### src/rtl/pwm_multi_channel.sv
// rtl/pwm_multi_channel.sv - multi-channel PWM generator with shared prescaled period counter
//
// Ports:
//   clk          system clock, all logic on rising edge
//   rst          synchronous active-low reset
//   enable       global run; low holds counters at 0 and drives outputs to polarity
//   prescale     counter advances once every prescale+1 clocks (shadowed)
//   period       top count P (shadowed)
//   center       0 = edge-aligned, 1 = center-aligned (shadowed)
//   duty         packed duty values, channel i at [i*CW +: CW] (shadowed)
//   polarity     per-channel output inversion, applied live
//   load         request to commit prescale/period/center/duty into shadows
//   pwm_out      registered PWM outputs
//   cycle_start  one-clock pulse aligned with the first output of each period
//   load_ack     one-clock pulse one clock after the shadows are committed

module pwm_multi_channel #(
    parameter int CH = 4,
    parameter int CW = 8,
    parameter int PW = 16
) (
    input  logic             clk,
    input  logic             rst,
    input  logic             enable,
    input  logic [PW-1:0]    prescale,
    input  logic [CW-1:0]    period,
    input  logic             center,
    input  logic [CH*CW-1:0] duty,
    input  logic [CH-1:0]    polarity,
    input  logic             load,
    output logic [CH-1:0]    pwm_out,
    output logic             cycle_start,
    output logic             load_ack
);

    // counter state
    logic [PW-1:0]    pre_cnt;
    logic [CW-1:0]    cnt;
    logic             down;         // 0 = counting up, 1 = counting down (center mode)

    // shadow registers
    logic [PW-1:0]    ps_sh;
    logic [CW-1:0]    p_sh;
    logic             center_sh;
    logic [CH*CW-1:0] duty_sh;

    logic             pending;
    // Outputs lag cnt by one clock, so the period-start and commit events are
    // delayed one stage to line up with the first compare of the new period.
    logic             boundary_q;
    logic             commit_q;

    // combinational next-state
    logic             tick;
    logic [CW-1:0]    cnt_nxt;
    logic             down_nxt;
    logic             boundary;
    logic             pend_eff;
    logic             commit;
    logic [CH-1:0]    raw;

    always_comb begin
        tick     = enable && (pre_cnt == ps_sh);
        cnt_nxt  = cnt;
        down_nxt = down;

        if (center_sh && (p_sh != '0)) begin
            if (!down) begin
                if (cnt >= p_sh) begin
                    cnt_nxt  = cnt - 1'b1;
                    down_nxt = 1'b1;
                end else begin
                    cnt_nxt = cnt + 1'b1;
                end
            end else begin
                cnt_nxt = cnt - 1'b1;
            end
        end else begin
            // edge mode; center mode with P = 0 degenerates to this as well
            cnt_nxt  = (cnt >= p_sh) ? '0 : cnt + 1'b1;
            down_nxt = 1'b0;
        end

        // reaching 0 always starts a fresh up-count (also covers P = 1 in center mode)
        if (cnt_nxt == '0) begin
            down_nxt = 1'b0;
        end

        boundary = tick && (cnt_nxt == '0);
        pend_eff = pending || load;
        // while disabled nothing runs, so a pending load commits immediately
        commit   = pend_eff && (!enable || boundary);

        for (int i = 0; i < CH; i++) begin
            raw[i] = (cnt < duty_sh[i*CW +: CW]);
        end
    end

    always_ff @(posedge clk) begin
        if (!rst) begin
            pre_cnt     <= '0;
            cnt         <= '0;
            down        <= 1'b0;
            ps_sh       <= '0;
            p_sh        <= '0;
            center_sh   <= 1'b0;
            duty_sh     <= '0;
            pending     <= 1'b0;
            boundary_q  <= 1'b0;
            commit_q    <= 1'b0;
            pwm_out     <= '0;
            cycle_start <= 1'b0;
            load_ack    <= 1'b0;
        end else begin
            pending <= pend_eff && !commit;

            // inputs are sampled on the commit clock, not the load clock
            if (commit) begin
                ps_sh     <= prescale;
                p_sh      <= period;
                center_sh <= center;
                duty_sh   <= duty;
            end

            if (!enable) begin
                pre_cnt <= '0;
                cnt     <= '0;
                down    <= 1'b0;
            end else if (tick) begin
                pre_cnt <= '0;
                cnt     <= cnt_nxt;
                down    <= down_nxt;
            end else begin
                pre_cnt <= pre_cnt + 1'b1;
            end

            boundary_q  <= boundary;
            commit_q    <= commit;
            cycle_start <= boundary_q && enable;
            load_ack    <= commit_q;

            pwm_out <= enable ? (raw ^ polarity) : polarity;
        end
    end

endmodule

### config.mk
export PLATFORM = sky130hd
export DESIGN_NAME = pwm_multi_channel
export DESIGN_NICKNAME = d
export VERILOG_FILES = /design/src/rtl/pwm_multi_channel.sv
export SDC_FILE = /design/constraint.sdc
export NUM_CORES = 1
export LEC_CHECK = 0
export CORE_ASPECT_RATIO = 0.5
export CORE_MARGIN = 5
export CORE_UTILIZATION = 40
export DETAILED_ROUTE_END_ITERATION = 10
export SLEW_MARGIN = 20
export SYNTH_ARGS = -nofsm -noshare
export SYNTH_HDL_FRONTEND = slang
export SYNTH_SLANG_ARGS = --single-unit
export TNS_END_PERCENT = 10
### constraint.sdc
create_clock -name clk -period 5.99 [get_ports clk]
set_input_delay 1.797 -clock clk [delete_from_list [all_inputs] [get_ports clk]]
set_output_delay 1.797 -clock clk [all_outputs]
set_load 0.02 [all_outputs]
Word level (Yosys, flattened, before mapping). Cells that the tools add are included.

Flip-flop bits (word level): 91. Bits of input ports: 65. Output and inout bits: 6. Logic and storage cells: 48.

Add/subtract/negate cells: 3. Magnitude comparators: 5. Equality and inequality tests: 1. Muxes and demuxes: 9. Bitwise logic cells: 3. Reduce and logical (&&, ||, !) cells: 14.

Operators by type and width (count): $lt 8x8->1 (4); $mux 8 (4); $add 16x1->16 const B (1); $eq 16x16->1 (1); $add 8x1->8 const B (1); $ge 8x8->1 (1); $logic_not 8->1 (1); $reduce_bool 8->1 (1); $sub 8x1->8 const B (1); $logic_and 1x1->1 (6); $mux 1 (4); $mux 4 (1); $xor 4x4->4 (1); $reduce_or 3->1 (1); $logic_not 1->1 (2); $logic_or 1x1->1 (2); $not 1->1 (2); $reduce_and 2->1 (1).

Depth between registers and ports, before layout. Gate-level depths: netlist of the first run.

Depth after elaboration: 10. Depth in mapped cells: 13. Depth with buffers taken out: 10.

Worst setup path after synthesis of the first run. No wires, ideal clock.

Path type: input -> register. Start: input port enable. End: register p_sh[3]. Data arrival time: 3.579 ns. Data required time: 5.918 ns. Setup slack: 2.340 ns. Stages: 9. Path buffers: 3. Cell sequence: clkbuf_1 nand2_1 or4_1 nor2_1 o211ai_1 o32ai_4 buf_6 buf_8 mux2i_1.

Cells in the longest elaborated chain, start to end: 4.

Ends and longest elaborated chain: start, declared (line 24) `input logic enable,`; $logic_and 1x1->1 (line 63) `tick = enable && (pre_cnt == ps_sh);`; $logic_and 1x1->1 (line 89) `boundary = tick && (cnt_nxt == '0);`; $logic_or 1x1->1 (*) (line 92) `commit = pend_eff && (!enable || boundary);`; $logic_and 1x1->1 (*) (line 92); end signal, assigned (line 120) `p_sh <= period;`; end, declared (line 43) `logic [CW-1:0] p_sh;`.

Every way passes the cells marked *; elsewhere a longest branch is shown, timed or not. A chain may end at the register's enable or synchronous reset.

Worst setup path after layout of the first run.
Start: input port enable. End: register duty_sh[16].

Cells in the longest elaborated chain, start to end: 4.

Ends and longest elaborated chain: $logic_and 1x1->1 (line 63); $logic_and 1x1->1 (line 89); $logic_or 1x1->1 (*) (line 92); $logic_and 1x1->1 (*) (line 92); end signal, assigned (line 122) `duty_sh <= duty;`; end, declared (line 45) `logic [CH*CW-1:0] duty_sh;`.

Marks and branches as above.

==> results of run 1 <==
==> worst max-delay path, stage by stage <==
cell,delay [ns]
sky130_fd_sc_hd__clkdlybuf4s50_1,0.75
sky130_fd_sc_hd__nand2_1,0.07
sky130_fd_sc_hd__or4_1,0.45
sky130_fd_sc_hd__nor2_1,0.14
sky130_fd_sc_hd__o211ai_1,0.15
sky130_fd_sc_hd__o32ai_4,0.27
sky130_fd_sc_hd__buf_12,0.40
sky130_fd_sc_hd__mux2i_1,0.24
==> cell families (layout without fill, tap and decap cells) <==
group / after synthesis / after routing
adders and majority gates: 39 / 39
AOI/OAI and AO/OA: 73 / 73
xor gates and xnor gates: 38 / 38
muxes: 61 / 61
DFF: 91 / 91
and+or+nand+nor: 244 / 244
buffers and inverters: 75 / 135
==> layout make-up <==
cell class              instances  share of cell area
clock inverters                 6              0.0113
clock buffers                  10              0.0379
inverters                      47              0.0280
flip-flops and latches         91               0.289
repair buffers                 72               0.115
multi-input cells             455               0.485
well taps                     170              0.0338
==> per-layer routing <==
metal / track usage / up-vias / wire (um)
met5: 0 / - / 0
met4: 0.0297 / 0 / 59
met3: 0.0332 / 6 / 546
met2: 0.242 / 84 / 5240
met1: 0.209 / 1884 / 5630
li1: - / 2192 / -
==> layout by cell type, fill, tap and decap left out, types with 4 or more instances in the layout <==
cell / instances
sky130_fd_sc_hd__a2111o_1: 5
sky130_fd_sc_hd__a21o_1: 23
sky130_fd_sc_hd__a21oi_1: 15
sky130_fd_sc_hd__and2_1: 4
sky130_fd_sc_hd__and3_1: 5
sky130_fd_sc_hd__clkbuf_16: 9
sky130_fd_sc_hd__clkdlybuf4s50_1: 69
sky130_fd_sc_hd__dfxtp_1: 91
sky130_fd_sc_hd__ha_1: 39
sky130_fd_sc_hd__inv_1: 46
sky130_fd_sc_hd__mux2i_1: 61
sky130_fd_sc_hd__nand2_1: 130
sky130_fd_sc_hd__nand2b_1: 10
sky130_fd_sc_hd__nand3_1: 16
sky130_fd_sc_hd__nand4_1: 4
sky130_fd_sc_hd__nor2_1: 44
sky130_fd_sc_hd__nor3_1: 5
sky130_fd_sc_hd__nor4_1: 8
sky130_fd_sc_hd__o21ai_0: 6
sky130_fd_sc_hd__or2_2: 4
sky130_fd_sc_hd__xnor2_1: 19
sky130_fd_sc_hd__xor2_1: 19
==> registers in the layout, indices dropped and copies added, names as in the netlist, 4 cells and up <==
register,cells
pwm_out,4
p_sh,8
ps_sh,16
cnt,8
duty_sh,32
pre_cnt,16
==> report_power, final <==
part | leakage (nW) | internal (mW) | switching, mW
Sequential | 0.743 | 0.636 | 0.0188
Combinational | 1.66 | 0.124 | 0.118
Clock | 0.151 | 0.340 | 0.250
Total | 2.56 | 1.10 | 0.387
==> worst max-delay path by stage <==
stage               cells past startpoint                       end  slack [ns]
global placement                        8  duty_sh[17]$_SDFFE_PN0P_        1.71
finish                                  8  duty_sh[16]$_SDFFE_PN0P_        1.93
detailed placement                      8  duty_sh[29]$_SDFFE_PN0P_        1.58
floorplan                               9      p_sh[3]$_SDFFE_PN0P_        2.34
global route                           11  duty_sh[17]$_SDFFE_PN0P_        1.63
CTS                                     8  duty_sh[29]$_SDFFE_PN0P_        1.94
==> flow_results.org, run 1 <==
** Outcome
- The run finished with clean final reports.

** Logic synthesis
- The commonest cells after synthesis are 130 x sky130_fd_sc_hd__nand2_1, 91 x sky130_fd_sc_hd__dfxtp_1, 61 x sky130_fd_sc_hd__mux2i_1, 46 x sky130_fd_sc_hd__inv_1, 44 x sky130_fd_sc_hd__nor2_1.
- After synthesis, the share of cell area in mux cells is 0.117.
- XOR/XNOR share of the synthesized area :: 0.0640
- Main combinational cell family by area after synthesis :: simple AND/OR/NAND/NOR gates
- The synthesized design contains 0 enable-type register cells.
- Synth warn :: 0
- The biggest area contributor in the post-synthesis netlist is sky130_fd_sc_hd__dfxtp_1.
- The share of the Yosys chip area taken by registers is 0.350.
- Top cells by area in the synthesized netlist :: sky130_fd_sc_hd__dfxtp_1 35%, sky130_fd_sc_hd__mux2i_1 12%, sky130_fd_sc_hd__ha_1 9.4%
- Syn Nets :: 725
- Yosys instantiated no cell more often than sky130_fd_sc_hd__nand2_1.
- Yosys mapped the design onto 50 distinct sky130hd cell types.
- Async S/R FF share, synth :: 0
- Total standard cell area after synthesis :: 5200 um^2
- Among all flip-flop cells after synthesis, the most frequent one is sky130_fd_sc_hd__dfxtp_1.
- The cell count after synthesis came out at about 620.
- Of the total synthesized cell area, the portion taken by full adders, half adders and majority gates is 0.0938.
- Synth Area in Compound Gates :: 0.105
- Area fraction in and, or, nand and nor cells after synthesis :: 0.208
- Area share of the largest cell type after synthesis :: 0.350
- Syn_area_per_cell :: between 8 and 9 um^2
- After synthesis the netlist holds a flip-flop and latch count of 91.

** Floorplanning
- For this design the top-level I/O count stands at 71.
- The region available for standard cell placement spans 12700 um^2.
- Measured along the y axis, the die boundary spans 90.7 um.
- Area enclosed by the die boundary :: 15500 um^2
- The floorplan has 29 rows.
- Starting utilization of the core area :: 0.410
- Measured along the x axis, the die boundary spans 171 um.

** Clocking
- In this run, CTS created clock tree buffers numbering 9.
- Clock root buffer :: sky130_fd_sc_hd__clkbuf_16
- Latest clock arrival within the worst-skew pair :: 0.34 ns
- # hold bufs at CTS :: 0
- Cells resized by post-CTS repair :: 0
- CTS tree :: built
- The longest clock path from root to sink contains 2 buffers.
- Clock tree synthesis found a total of 91 sinks.
- Clock transition at the registers of the reported paths :: approximately 0.07 ns
- The H-tree generated during clock tree synthesis spans 3 levels.
- Post-CTS Repair Setup Buffers :: 0

** Worst hold path
- HP Start :: commit_q$_SDFF_PN0_
- Along the worst hold path, the cell count comes to 1.
- The path with the worst hold slack has its endpoint at load_ack$_SDFF_PN0_.
- The min-delay analysis places its worst path in the category reg2reg.

** Global routing
- Number of antenna violations at the first check in global routing :: 0
- Global routing finished with a remaining overflow of 0.
- The number of global-route vias before repair is roughly 4000.
- Wire length of the first global-routing pass :: 19300 um
- For this run, the total global-route usage over all layers was measured as 0.151.
- Largest net degree at the start of global routing :: 75

** Drt
- For this run, the detailed router's first-pass iteration total came to 4.
- Summed over all layers, the routed wires come to 11500 um.
- After the first detailed-routing iteration, the DRC count stood at ~250.
- Routed WL per cell :: 13.5 um
- Via Count :: 4166
- Using the TritonRoute via totals, the vias-per-cell ratio works out to 4.90.
- In this run the remaining antenna-violating nets after routing total 0.
- After detailed routing, the number of remaining DRC violations is 0.

** Place
- Post-placement setup slack :: between 1.5 and 2 ns
- Count of buffers inserted at the top-level ports :: 70
- Detailed placement finished with a half-perimeter wire length of 8070 um.
- After detailed placement, the total cell area comes to ~6000 um^2.
- After detailed placement, the design holds a cell count of around 840.
- Routability-driven placement finished with a final weighted congestion of around 0.84.

** Setup path
- Worst setup path category :: in2reg
- Kind of capture point of the worst setup path :: flop
- Arr. time, crit path :: 4.32 ns
- The critical path starts at enable.
- Worst reg-to-reg path cell count :: 11
- Maximum net fanout on the critical path :: just under 60
- The endpoint identified for the worst register-to-register timing path is duty_sh[16]$_SDFFE_PN0P_.
- For flop-to-flop paths, the worst setup slack is 2.03 ns.
- The worst setup path is launched from a primary input.
- Endpoint required time on the critical path :: about 6.3 ns
- The startpoint identified for the worst register-to-register timing path is cnt[0]$_SDFFE_PN0P_.

** Cells and area
- Sequential cell area in the final layout :: 1820 um^2
- Relative to the synthesized area, the layout overhead comes to 21.1%.
- Number of non-filler instances in the completed layout :: 851
- Multi-input logic area :: 3060 um^2
- 0 antenna diodes ended up in the layout.
- Of the cells placed in the final design, the portion with a size suffix greater than 1 is 0.0382.
- Area of all placed cells without fillers :: between 6000 and 7000 um^2
- Final Net Count :: 780
- Core Util, Final :: 0.496
- The layout has 1255 filler cells.

** Timing
- Final Worst Setup Slack :: 1.93 ns
- Transition at the pin with the smallest max-transition slack :: 0.743 ns
- Highest achievable clock rate :: around 250 MHz
- Fin. max-slew vios :: 0
- Number of setup violations in the final report :: 0
- Fin crit period :: 4.06 ns
- Setup repair after global routing left no endpoint under its margin.
- Hold slack final :: 0.437 ns
- Relative max-transition margin :: 0.504
- Final count of hold timing violations :: 0
- Dividing the final minimum period by the clock period gives 0.678.
- For the final database, setup skew stands at 0.00905 ns.
- After routing, the total negative slack on setup checks comes to 0 ns.

** Pwr
- Power density over the cells :: 236 nW/um^2
- Leakage power summed over all cells :: 2.56 nW
- Worst voltage drop across the vdd grid :: 181 uV
- Overall power consumption :: 1.49 mW

** Run
- Max-cap violations in this run came to 0.
Note: power is estimated with default switching activity, not from simulation.
==> run 2, diff against run 1 <==
==> constraint.sdc (replaced) <==
create_clock -name clk -period 3.9 [get_ports clk]
set_input_delay 1.17 -clock clk [delete_from_list [all_inputs] [get_ports clk]]
set_output_delay 1.17 -clock clk [all_outputs]
set_load 0.02 [all_outputs]
==> flow_results.org, run 2 (synthesized netlist as in run 1, its figures left out) <==
** Clocking
- The clock net in this run drives a total of between 90 and 100 sinks.
- Clock tree synthesis selected as its root buffer the cell sky130_fd_sc_hd__clkbuf_16.
- The H-tree was split into 3 levels.
- Buffers inserted to repair hold after CTS numbered 0.
- Number of buffers created by CTS :: 9
- Max Root-Sink Buffers :: 2
- Latest clock arrival within the worst-skew pair :: 0.34 ns
- Clock-pin slew was measured on the worst setup and hold paths at roughly 0.070 ns.
- Post-CTS timing repair inserted 0 buffers for setup.
- CTS tree :: built
- Cells resized by post-CTS repair :: 0

** Place
- Summed over all nets, the half-perimeter wirelength after detailed placement is 8660 um.
- Routability-driven placement finished with a final weighted congestion of between 0.8 and 0.9.
- Total placed cells including tap cells :: 847
- After detailed placement, the total cell area comes to 6090 um^2.
- The count of buffers added on input and output ports is 70.
- Timing analysis after detailed placement gives a worst setup slack of 0.449 ns.

** Drt
- In the final routed layout, each cell accounts on average for 13.8 um.
- Number of vias per cell after detailed routing :: 4.88
- Via Count :: approximately 4200
- For this block, the initial DRC count from the detailed router was between 200 and 250.
- Wires add up to 11900 um.
- The detail route stage leaves a number of antenna-violating nets equal to 0.
- The first detailed-routing pass ran for 4 iterations.
- For this run, design rule violations remaining after detail routing come to 0.

** Floorplanning
- Die Ht :: 90.7 um
- Starting utilization of the core area :: 0.410
- # rows :: 29
- 71 I/O pins were placed.
- Core Box Area :: 12700 um^2
- The die covers 15500 um^2.
- The die is 171 um wide.

** Setup path
- The worst register-to-register path ends at p_sh[1]$_SDFFE_PN0P_.
- Crit path largest cell delay :: 0.46 ns
- Startpoint kind of the worst setup timing path :: flop
- Traced cell by cell, the critical path runs through inv_1 > ha_1 > a21o_1 > a2111oi_0 > o21a_1 > nor2_1 > a221oi_1 > o211ai_1 > o32ai_4 > buf_4 > mux2i_1.
- The number of cells on the worst reg-to-reg path is 11.
- Worst setup path category :: reg2reg
- Arr. time, crit path :: 3.63 ns
- For this design, the slowest cell found on the critical path is sky130_fd_sc_hd__a221oi_1.
- The startpoint identified for the worst register-to-register timing path is p_sh[6]$_SDFFE_PN0P_.
- Family with the most delay on the worst path :: compound AO/OA/AOI/OAI gates
- STA classifies the critical path endpoint as a flop.
- Along the worst path, the maximum fanout reaches 19.
- Buffers and inverters on the worst path :: 2
- Slack of the worst reg-to-reg path :: 0.54 ns
- Endpoint required time on the critical path :: 4.17 ns

** Cells and area
- duty_sh holds more flip-flops than any other register.
- The library cells used most frequently in the layout, excluding fill and tap cells, are 130 x sky130_fd_sc_hd__nand2_1, 91 x sky130_fd_sc_hd__dfxtp_1, 69 x sky130_fd_sc_hd__clkdlybuf4s50_1.
- In the final layout, the multi-input gates occupy 3060 um^2.
- Layout cell share with drive strength beyond 1 :: 0.0534
- Number of diodes :: 0
- For this run, the number of standard cells in the final layout without fillers is 863.
- Leaving out fill and tap cells, the most frequent cell in the layout is sky130_fd_sc_hd__nand2_1.
- Final Net Count :: 792
- Across the whole layout, storage elements account for 1820 um^2.
- The register with the most flip-flops in the layout has 32 of them.
- Area of all placed cells without fillers :: 6390 um^2
- Fill cell count :: 1229
- P&R area growth vs syn :: 22.9%
- The largest registers in the layout are duty_sh: 32 flops, pre_cnt: 16 flops, ps_sh: 16 flops.

** Global routing
- Aggregate global-route resource usage :: 0.155
- Global routing finished with a remaining overflow of 0.
- Wire length of the first global-routing pass :: 19600 um
- Number of antenna violations at the first check in global routing :: 0
- The number of global-route vias before repair was 4016.
- Entering global routing, the biggest net connects 69 pins.

** Outcome
- The run finished with clean final reports.

** Timing
- Fin crit period :: 3.36 ns
- Setup violations remaining at the end of the flow were counted as 0.
- Fin. max-slew vios :: 0
- RSZ-0062 raised after global routing :: false
- Clock Skews :: ~0.0089 ns
- Final count of hold timing violations :: 0
- Summed over all failing endpoints, the final setup total negative slack is 0 ns.
- Period utilisation layout :: 0.862
- For this run, the top clock speed supported by timing is 297 MHz.
- Relative max-transition margin :: 0.580
- Transition at the pin with the smallest max-transition slack :: 0.629 ns
- Setup slack closes at around 0.54 ns.

** Worst hold path
- Count of cells along the worst hold path :: 1
- HP Start :: commit_q$_SDFF_PN0_
- Worst Hold Path EP :: load_ack$_SDFF_PN0_
- In this run the worst hold path is classified as reg2reg.

** Pwr
- Overall power consumption :: 2.28 mW
- Leakage power summed over all cells :: 2.62 nW
- Worst voltage drop across the vdd grid :: 192 uV
- Power density over the cells :: 356 nW/um^2

** Run
- Across the run, the number of max-cap violations was 0.
==> run 2: cell count changes in the layout (fill, tap and decap cells not counted) <==
cell / previous run / this run
sky130_fd_sc_hd__buf_12: 1 / 2
sky130_fd_sc_hd__clkbuf_8: 1 / 0
sky130_fd_sc_hd__buf_4: 2 / 13
sky130_fd_sc_hd__clkbuf_1: 0 / 1
==> run 2: worst max-delay path by stage <==
stage                               startpoint                      to  slack, ns  cells past startpoint
after detailed placement                enable  ps_sh[10]$_SDFFE_PN0P_       0.45                      8
after global placement                  enable    p_sh[1]$_SDFFE_PN0P_       0.52                      8
after CTS                 p_sh[6]$_SDFFE_PN0P_    p_sh[1]$_SDFFE_PN0P_       0.51                     11
after floorplan            cnt[6]$_SDFFE_PN0P_    p_sh[3]$_SDFFE_PN0P_       0.72                     12
final                     p_sh[6]$_SDFFE_PN0P_    p_sh[1]$_SDFFE_PN0P_       0.54                     11
after global routing       cnt[0]$_SDFFE_PN0P_    p_sh[1]$_SDFFE_PN0P_       0.21                     11
==> run 2: metrics by stage <==
| step | util | hold WS, ns |
|---|---|---|
| 2_1_floorplan | - | 0.412 |
| 3_3_place_gp | 0.480 | 0.424 |
| 3_5_place_dp | 0.480 | 0.425 |
| 4_1_cts | 0.504 | 0.443 |
| 5_1_grt | 0.504 | 0.458 |
| 6_report | 0.504 | 0.437 |
==> run 2: routing by layer <==
layer | track usage | part of all wire | vias up
li1 | - | - | 2217
met1 | 0.218 | 0.50 | 1907
met2 | 0.239 | 0.43 | 74
met3 | 0.0372 | 0.057 | 10
met4 | 0.0349 | 0.0083 | 0
met5 | 0 | 0 | -
==> run 2: cell type report <==
| cell class | count | area share |
|---|---|---|
| clock buffer | 10 | 0.0358 |
| clock inverter | 6 | 0.0112 |
| inverter | 47 | 0.0276 |
| multi-input combinational | 455 | 0.478 |
| sequential | 91 | 0.285 |
| tap | 170 | 0.0333 |
| timing repair buffer | 84 | 0.130 |
==> run 2: where the power goes <==
group / switching (mW) / total [mW] / internal, mW
clock network: 0.388 / 0.893 / 0.505
logic: 0.187 / 0.382 / 0.195
registers: 0.0270 / 1.00 / 0.977
==> run 3, diff against run 2 <==
--- a/config.mk
+++ b/config.mk
@@ -5,7 +5,7 @@
 export SDC_FILE = /design/constraint.sdc
 export NUM_CORES = 1
 export LEC_CHECK = 0
-export CORE_ASPECT_RATIO = 0.5
+export CORE_ASPECT_RATIO = 1.4
 export CORE_MARGIN = 5
 export CORE_UTILIZATION = 40
 export DETAILED_ROUTE_END_ITERATION = 10
==> flow_results.org, run 3 (synthesized netlist as in run 1, its figures left out) <==
** Cells and area
- Largest regs :: duty_sh: 32 flops, pre_cnt: 16 flops, ps_sh: 16 flops
- Largest register by flop count :: duty_sh
- The library cell used most frequently in the layout, excluding fill and tap cells, is sky130_fd_sc_hd__nand2_1.
- The final layout contains 794 nets.
- Number of diodes :: 0
- At the end of the flow the core is filled with cells to 0.496.
- For this run, the number of standard cells in the final layout without fillers is between 800 and 900.
- Fill cell count :: 1238
- Flip-flop count of the largest register after layout :: 32
- P&R area growth vs syn :: 22.2%
- Layout cell share with drive strength beyond 1 :: 0.0547
- Commonest cells after routing, fill and taps aside :: 130 x sky130_fd_sc_hd__nand2_1, 91 x sky130_fd_sc_hd__dfxtp_1, 69 x sky130_fd_sc_hd__clkdlybuf4s50_1

** Setup path
- The worst setup path is launched from a flop.
- First element of the critical path :: cnt[0]$_SDFFE_PN0P_
- Endpoint required time on the critical path :: approximately 4.2 ns
- Library cell contributing the largest single delay on the critical path :: sky130_fd_sc_hd__dfxtp_1
- Maximum net fanout on the critical path :: 23
- Broken down by cell family, the worst path's largest delay share belongs to compound AO/OA/AOI/OAI gates.
- STA puts the critical path data arrival time at 3.64 ns.
- In this run the critical register-to-register path is launched from cnt[0]$_SDFFE_PN0P_.
- Instance count on the critical path :: 11
- Counting both buffers and inverters, the worst setup path holds a total of 2.
- The signal on the critical path passes through inv_1 > ha_1 > nand2b_1 > a2111oi_0 > o21a_1 > nor2_1 > a221oi_1 > o211ai_1 > o32ai_4 > buf_12 > mux2i_1.
- STA classifies the critical path endpoint as a flop.
- The critical path is of the reg2reg type.
- Worst reg-to-reg path cell count :: 11
- Slack of the worst reg-to-reg path :: 0.52 ns
- Reg2Reg Capture Point :: duty_sh[24]$_SDFFE_PN0P_
- Crit path largest cell delay :: 0.44 ns

** Floorplanning
- Area enclosed by the die boundary :: 15400 um^2
- Die Ht :: about 140 um
- Die width :: 106 um
- # rows :: 49
- Core Box Area :: 12800 um^2
- Pin placement for this block handled slightly above 70 I/O pins.
- The initial utilization of the core area, before any placement, comes to 0.406.

** Worst hold path
- Along the worst hold path, the cell count comes to 1.
- The path with the worst hold slack has its endpoint at load_ack$_SDFF_PN0_.
- The worst hold path begins at commit_q$_SDFF_PN0_.
- Class of the most critical hold timing path :: reg2reg

** Timing
- Number of setup violations in the final report :: 0
- Timing would allow up to 296 MHz.
- The clock arrives with 0.00831 ns of skew.
- The number of hold violations in the final report is 0.
- Summed over all failing endpoints, the final setup total negative slack is 0 ns.
- For the finished layout, the period the worst path requires is approximately 3.4 ns.
- At the pin with the least slew margin, the transition time is 0.639 ns.
- RSZ-0062 raised after global routing :: false
- The worst pin sits at a relative slew slack of 0.573.
- Fin. max-slew vios :: 0
- Period utilisation layout :: 0.867
- Once routing completed, OpenROAD measured the worst setup slack at 0.517 ns.

** Run
- Max-cap violations in this run came to 0.

** Clocking
- Post-CTS Repair Setup Buffers :: 0
- Clock root buffer :: sky130_fd_sc_hd__clkbuf_16
- Number of clock sinks seen by CTS :: 91
- # hold bufs at CTS :: 0
- The clock passes through at most 2 buffers.
- Clock tree synthesis inserted a total of 9 buffers.
- The number of gates resized after CTS was 0.
- TritonCTS built the clock tree.
- The H-tree was split into 3 levels.
- Latest clock arrival within the worst-skew pair :: 0.33 ns
- Clock-pin slew was measured on the worst setup and hold paths at 0.07 ns.

** Global routing
- The initial antenna violation count was 0.
- Wire length of the first global-routing pass :: 21600 um
- Largest net degree at the start of global routing :: 59
- Number of global-route vias before repair :: approximately 4600
- In the global route stage, overall resource usage came out at 0.171.
- Sum of overflow across all layers after global routing :: 0

** Pwr
- Of the total power, registers draw 0.457.
- Net switching power :: 0.575 mW
- Summing internal, switching and leakage power gives 2.20 mW.
- Worst voltage drop across the vdd grid :: 199 uV
- Cell-internal power :: 1.62 mW
- Of the total power, the clock network draws 0.367.
- Combinational cell fraction of total power :: 0.176
- In this run the power density over the cells is about 350 nW/um^2.
- Of the total power, the share spent switching nets is 0.262.
- Leakage power summed over all cells :: 2.61 nW

** Drt
- DRC violation total after the first TritonRoute iteration :: 165
- Via Count :: 4347
- In the routed layout, each cell is associated on average with a via count of roughly 5.1.
- Final ANT Viol Nets :: 0
- Router iterations before antenna repair :: 4
- The routed design has about 13000 um of wire.
- Routed WL per cell :: 14.8 um
- # DRC :: 0

** Place
- After detailed placement, the design holds a cell count of 832.
- Global placer's final weighted congestion :: 0.889
- Once detailed placement completed, the half-perimeter wirelength came to between 9000 and 10000 um.
- At the placement stage, the worst setup path has a slack of 0.421 ns.
- Count of buffers inserted at the top-level ports :: 70

** Outcome
- The run finished with clean final reports.
-- run 3: worst max-delay path by stage --
stage                                     to  slack, ns
floorplan               p_sh[3]$_SDFFE_PN0P_       0.72
CTS                    ps_sh[8]$_SDFFE_PN0P_       0.54
global route           ps_sh[8]$_SDFFE_PN0P_       0.32
global placement     duty_sh[6]$_SDFFE_PN0P_       0.50
finish              duty_sh[24]$_SDFFE_PN0P_       0.52
detailed placement  duty_sh[24]$_SDFFE_PN0P_       0.42
-- run 3: layer usage --
metal / vias up / GRT usage / share of wire
met5: - / 0 / 0
met4: 0 / 0.0590 / 0.016
met3: 15 / 0.0320 / 0.035
met2: 79 / 0.308 / 0.53
met1: 2033 / 0.201 / 0.42
li1: 2220 / - / -
-- run 3: power by group through the flow --
| stage | clock network (mW) | logic, mW | registers [mW] |
|---|---|---|---|
| 2_1_floorplan | 0 | 0.250 | 1.03 |
| 3_3_place_gp | 0 | 0.381 | 1.03 |
| 3_5_place_dp | 0 | 0.390 | 1.03 |
| 4_1_cts | 0.833 | 0.391 | 1.01 |
| 5_1_grt | 0.875 | 0.431 | 1.01 |
| 6_report | 0.807 | 0.386 | 1.01 |
-- run 3: cell type report --
cell class	count	area, um^2	share of cell area
clock inverter	4	26.3	0.00413
timing repair buffer	86	843	0.133
sequential	91	1820	0.286
inverter	47	176	0.0277
clock buffer	12	246	0.0387
multi-input combinational	455	3060	0.480
tap	153	191	0.0301
-- run 3: stage by stage --
step | cell area, um^2 | hold WS (ns)
5_1_grt | 6360 | 0.465
6_report | 6360 | 0.436
3_3_place_gp | 6090 | 0.430
4_1_cts | 6360 | 0.442
3_5_place_dp | 6090 | 0.427
2_1_floorplan | 5200 | 0.412
